[config.mk]
export PLATFORM = sky130hd
export DESIGN_NAME = tdm_demux
export DESIGN_NICKNAME = d
export VERILOG_FILES = /design/src/rtl/tdm_pkg.sv /design/src/rtl/tdm_slot_counter.sv /design/src/rtl/tdm_demux.sv
export SDC_FILE = /design/constraint.sdc
export NUM_CORES = 1
export LEC_CHECK = 0
export BUFFER_PORTS_ARGS = -buffer_cell sky130_fd_sc_hd__buf_2
export CORE_MARGIN = 5
export CORE_UTILIZATION = 34
export DETAILED_ROUTE_END_ITERATION = 8
export GPL_ROUTABILITY_DRIVEN = 1
export GPL_TIMING_DRIVEN = 1
export PLACE_DENSITY = 0.65
export SLEW_MARGIN = 20
export SYNTH_ARGS = -nofsm -noshare
export SYNTH_HDL_FRONTEND = slang
export SYNTH_SLANG_ARGS = --single-unit
[constraint.sdc]
create_clock -name clk -period 1.65 [get_ports clk]
set_clock_uncertainty 0.2 [all_clocks]
set_input_delay 0.0825 -clock clk [delete_from_list [all_inputs] [get_ports clk]]
set_output_delay 0.0825 -clock clk [all_outputs]
set_load 0.05 [all_outputs]
[src/rtl/tdm_pkg.sv]
// Shared types and constants for the TDM receive path.
// State encoding, default sizes and the slot-width helper.
package tdm_pkg;

  typedef enum logic {
    HUNT = 1'b0,
    LOCK = 1'b1
  } tdm_state_e;

  localparam int DEF_WIDTH    = 4;
  localparam int DEF_CHANNELS = 2;

  // Bits needed to hold 0..n-1, never less than one.
  function automatic int clog2(input int n);
    int r;
    r = 0;
    while ((1 << r) < n) r++;
    if (r < 1) r = 1;
    return r;
  endfunction

endpackage

[src/rtl/tdm_slot_counter.sv]
// Modulo-CHANNELS slot counter for the TDM demux.
// Supports a synchronous load-to-1 used when a frame starts or realigns.
module tdm_slot_counter
  import tdm_pkg::*;
#(
  parameter int CHANNELS = DEF_CHANNELS,
  parameter int SW       = clog2(CHANNELS)
) (
  input  logic          clk,
  input  logic          rst,
  input  logic          en,
  input  logic          load,
  output logic [SW-1:0] slot,
  output logic          last
);

  localparam logic [SW-1:0] LAST_SLOT = SW'(CHANNELS - 1);

  assign last = (slot == LAST_SLOT);

  // Advance one slot per accepted beat, wrapping at the last channel.
  always_ff @(posedge clk) begin
    if (rst) begin
      slot <= '0;
    end else if (load) begin
      slot <= SW'(1);
    end else if (en) begin
      if (last) slot <= '0;
      else      slot <= slot + SW'(1);
    end
  end

endmodule

[src/rtl/tdm_demux.sv]
// TDM demultiplexer: steers beats into per-channel shadows and
// publishes whole frames atomically with a one-cycle valid strobe.
module tdm_demux
  import tdm_pkg::*;
#(
  parameter int WIDTH    = DEF_WIDTH,
  parameter int CHANNELS = DEF_CHANNELS,
  parameter int CNT_W    = 8
) (
  input  logic                      clk,
  input  logic                      rst,
  input  logic [WIDTH-1:0]          din,
  input  logic                      din_valid,
  input  logic                      frame_start,
  output logic [WIDTH*CHANNELS-1:0] y,
  output logic                      out_valid,
  output logic                      locked,
  output logic                      sync_err,
  output logic [CNT_W-1:0]          frame_cnt
);

  localparam int SW = clog2(CHANNELS);

  tdm_state_e                state;
  logic [WIDTH-1:0]          shadow [CHANNELS];
  logic [SW-1:0]             slot;
  logic                      last;
  logic                      misalign;
  logic                      cnt_load;
  logic                      cnt_en;
  logic [WIDTH*CHANNELS-1:0] frame_next;

  assign locked   = (state == LOCK);
  assign misalign = frame_start && (slot != '0);
  assign cnt_load = din_valid && frame_start &&
                    ((state == HUNT) || (slot != '0));
  assign cnt_en   = din_valid && (state == LOCK) && !cnt_load;

  tdm_slot_counter #(
    .CHANNELS (CHANNELS),
    .SW       (SW)
  ) u_slot (
    .clk  (clk),
    .rst  (rst),
    .en   (cnt_en),
    .load (cnt_load),
    .slot (slot),
    .last (last)
  );

  // Frame as it will look once the current beat lands in its slot.
  always_comb begin
    frame_next = '0;
    for (int k = 0; k < CHANNELS; k++) begin
      if (SW'(k) == slot) frame_next[k*WIDTH +: WIDTH] = din;
      else                frame_next[k*WIDTH +: WIDTH] = shadow[k];
    end
  end

  // Alignment FSM, shadow capture and registered frame publish.
  always_ff @(posedge clk) begin
    if (rst) begin
      state     <= HUNT;
      y         <= '0;
      out_valid <= 1'b0;
      sync_err  <= 1'b0;
      frame_cnt <= '0;
      for (int k = 0; k < CHANNELS; k++) shadow[k] <= '0;
    end else begin
      out_valid <= 1'b0;
      sync_err  <= 1'b0;
      if (din_valid) begin
        case (state)
          HUNT: begin
            if (frame_start) begin
              shadow[0] <= din;
              state     <= LOCK;
            end
          end
          LOCK: begin
            if (misalign) begin
              shadow[0] <= din;
              sync_err  <= 1'b1;
            end else begin
              shadow[slot] <= din;
              if (last) begin
                y         <= frame_next;
                out_valid <= 1'b1;
                frame_cnt <= frame_cnt + CNT_W'(1);
              end
            end
          end
          default: state <= HUNT;
        endcase
      end
    end
  end

endmodule
==> results.py <==
metrics = {
    "critical_path": {
        "critPathLaunchType": "flip-flop",
        "cp-end-kind": "flip-flop",
        "cp_max_fo": 5,
        "worstSetupPathType": "flip-flop to flip-flop",
        "critPathRequiredTime_ns": 1.52,
        "worstPathArrival_ns": 1.50,
    },
    "clocking": {
        "cts_tree": "done",
        "clk_pin_slew_ns": 0.12,
        "hold_buffers": 10,
        "cts_max_path_buffers": 2,
        "numCtsBuffers": 3,
        "insertion_delay_ns": 0.31,
        "cts-root-buf": "clkbuf_4",
        "ctsHtreeMaxLevel": 1,
        "cts.sinks": 24,
    },
    "yosys": {
        "ys_seq_elements": 24,
        "synthArstFlopShare_pct": 0,
        "ys_warn_count": 0,
        "synth.area.mux_share_pct": 1.198,
        "synth-simple-area-share_pct": 23.30,
        "synth.top_cell.area_share_pct": 42.61,
        "yosysUniqueCellTypes": 27,
        "synthAdderAreaFrac_pct": 1.332,
        "ys_top_cells_by_area": "dfxtp_1, edfxtp_1, a21oi_1",
        "synthesis.nets": 112,
        "ys_top_cells_by_count": "dfxtp_1, nand2_1, a21oi_1, inv_1",
        "synth_top_family_by_area": "simple AND/OR/NAND/NOR gates",
        "yosysTopAreaCell": "dfxtp_1",
        "synth_edf_count": 4,
        "syn_area_um2": 939.7,
        "synth_compound_area_share_pct": 13.58,
        "synthFlopType": "dfxtp_1",
        "ys_seq_area_share_pct": 55.39,
        "syn_inst": 103,
        "avgSynthCellArea_um2": 9.123,
        "synth.most_common_cell": "dfxtp_1",
        "synth_xor_area_share_pct": 0.9321,
    },
    "detailed_routing": {
        "vias": 875,
        "remaining_drc_errors": 0,
        "viasPerCell": 4.972,
        "highest_layer": "met4",
        "wl_met3_um": 120,
        "drtIter0Drc": 7,
        "wire_per_inst_um": 12.01,
        "wl_met1_um": 895,
        "firstDrtPassIters": 4,
        "met2_length_um": 1061,
        "drt_wl_total_um": 2114,
        "drtAntennaViolNets": 0,
    },
    "sta": {
        "tns_ns": 0,
        "rsz0062_at_grt": "no",
        "finalHoldViolations": 16,
        "worst_pin_slew_ns": 0.4151,
        "setup_viol": 0,
        "holdWs_ns": -0.05356,
        "max_freq_mhz": 616.2,
        "maxSlewHeadroom_pct": 72.31,
        "min_period_over_period_pct": 98.35,
        "maxSlewViolCount": 0,
        "fin_crit_ns": 1.623,
    },
    "die": {
        "core_area_um2": 2710,
        "die-area_um2": 3915,
        "io-pin-count": 27,
        "rows": 19,
        "initial_utilization_pct": 34.67,
        "fp.dieH_um": 62.57,
        "die_w_um": 62.57,
    },
    "global_route": {
        "overflow": 0,
        "grt_pass1_vias": 850,
        "grt_max_degree": 16,
        "grt.total_usage_pct": 10.92,
        "antenna_found_initial": 0,
        "grt_first_pass_wirelength_um": 3491,
    },
    "outcome": {
        "violations": "hold timing",
        "status": "complete, but fails checks",
    },
    "final_layout": {
        "final.fill_count": 269,
        "final_util_pct": 48.11,
        "insertedDiodeCount": 0,
        "nets": 155,
        "layout-drive-gt1-share_pct": 33.10,
        "seqCellArea_um2": 533.0,
        "synthToLayoutAreaGrowth_pct": 38.75,
        "multiInputGateArea_um2": 399.1,
    },
    "hold_path": {
        "hold_class": "input pin to flip-flop",
    },
    "placed_design": {
        "place_hpwl_um": 1509,
        "numPortBuffers": 26,
        "place_congestion": 0.7705,
    },
    "power": {
        "powerDensity_nw_per_um2": 729.6,
        "leakagePower_nw": 0.5625,
        "peakVddDrop_mv": 0.5458,
    },
    "flow_run": {
        "max-cap-violations": 0,
    },
}
-- worst max-delay path, stage by stage, from the launching register on --
cell and delay [ns]:
dfxtp_4 0.36, buf_4 0.14, nor2b_1 0.13, o211a_1 0.23, or2_2 0.33
-- worst paths after layout --
check                                     to  slack (ns)    from  depth (start not counted)
worst max register to register  shadow[0][3]        0.03  locked                          4
worst max-delay path            shadow[0][3]        0.03  locked                          4
worst min-delay path            frame_cnt[0]       -0.05     rst                          3
worst min register to register          y[1]        0.27    y[1]                          2
-- state kept, by name (all words and copies together) (netlist names) --
| register | cells |
|---|---|
| frame_cnt | 8 |
| u_slot.last | 1 |
| y | 8 |
| shadow | 4 |
| out_valid | 1 |
| locked | 1 |
| sync_err | 1 |
-- layout by cell type, fill, tap and decap left out --
cell type,count
a211oi_1,1
a21oi_1,15
and2_1,4
and4b_1,1
buf_2,26
buf_4,6
buf_6,2
clkbuf_4,3
clkinv_1,1
dfxtp_1,12
dfxtp_2,7
dfxtp_4,1
dlygate4sd3_1,9
edfxtp_1,4
ha_1,1
inv_1,5
mux2_1,1
nand2_1,19
nand3_1,3
nand4_1,1
nand4b_1,1
nor2_1,3
nor2b_1,2
nor3_2,1
nor3b_1,1
nor4_4,1
o211a_1,1
o21ai_0,4
o31ai_1,2
or2_2,1
or3_1,3
or4_1,2
xnor2_1,1
-- logic make-up (layout without fill, tap and decap cells) --
kind of cell	after synthesis	count (layout)
compound gates	23	23
xor+xnor	1	1
fa+ha+maj	1	1
buf+inv	10	52
flops	24	24
mux	1	1
simple gates	43	43
-- metrics by stage --
stage / area (um^2) / total power, mW / setup WS, ns / hold slack [ns] / instances
after detailed placement: 1136 / 0.6890 / 0.004670 / 0.1337 / 159
after global routing: 1304 / 0.9995 / 0.003838 / -0.03254 / 176
after global placement: 1136 / 0.6859 / 0.07171 / 0.1196 / 159
after CTS: 1281 / 0.9617 / 0.0005635 / 0.1032 / 175
final: 1304 / 0.9512 / 0.02720 / -0.05356 / 176
after floorplan: 958.4 / 0.6617 / 0.01680 / -0.04071 / 103
-- final cells by class --
class	count	area share (%)
clock buffer	3	1.727
clock inverter	1	0.2879
inverter	5	1.440
multi-input combinational	69	30.61
sequential	24	40.88
tap	31	2.975
timing repair buffer	43	22.07
-- repair_timing --
item	CTS	global route
gates resized for setup	1	3
buffers inserted	2	2
hold endpoints to repair	12	16
pin swaps	0	1
cloned	0	0
setup endpoints to repair	1	7
-- report_power, final --
part | total, mW | switching [mW] | internal (mW)
Combinational | 0.0862 | 0.0466 | 0.0395
Clock | 0.254 | 0.166 | 0.0883
Sequential | 0.611 | 0.00468 | 0.606
-- metal layers --
| metal | vias up | track usage (%) |
|---|---|---|
| met2 | 31 | 19.30 |
| met5 | - | 0 |
| met3 | 5 | 2.878 |
| li1 | 439 | - |
| met1 | 400 | 11.47 |
| met4 | 0 | 6.366 |
(Power assumes the default switching activity.)
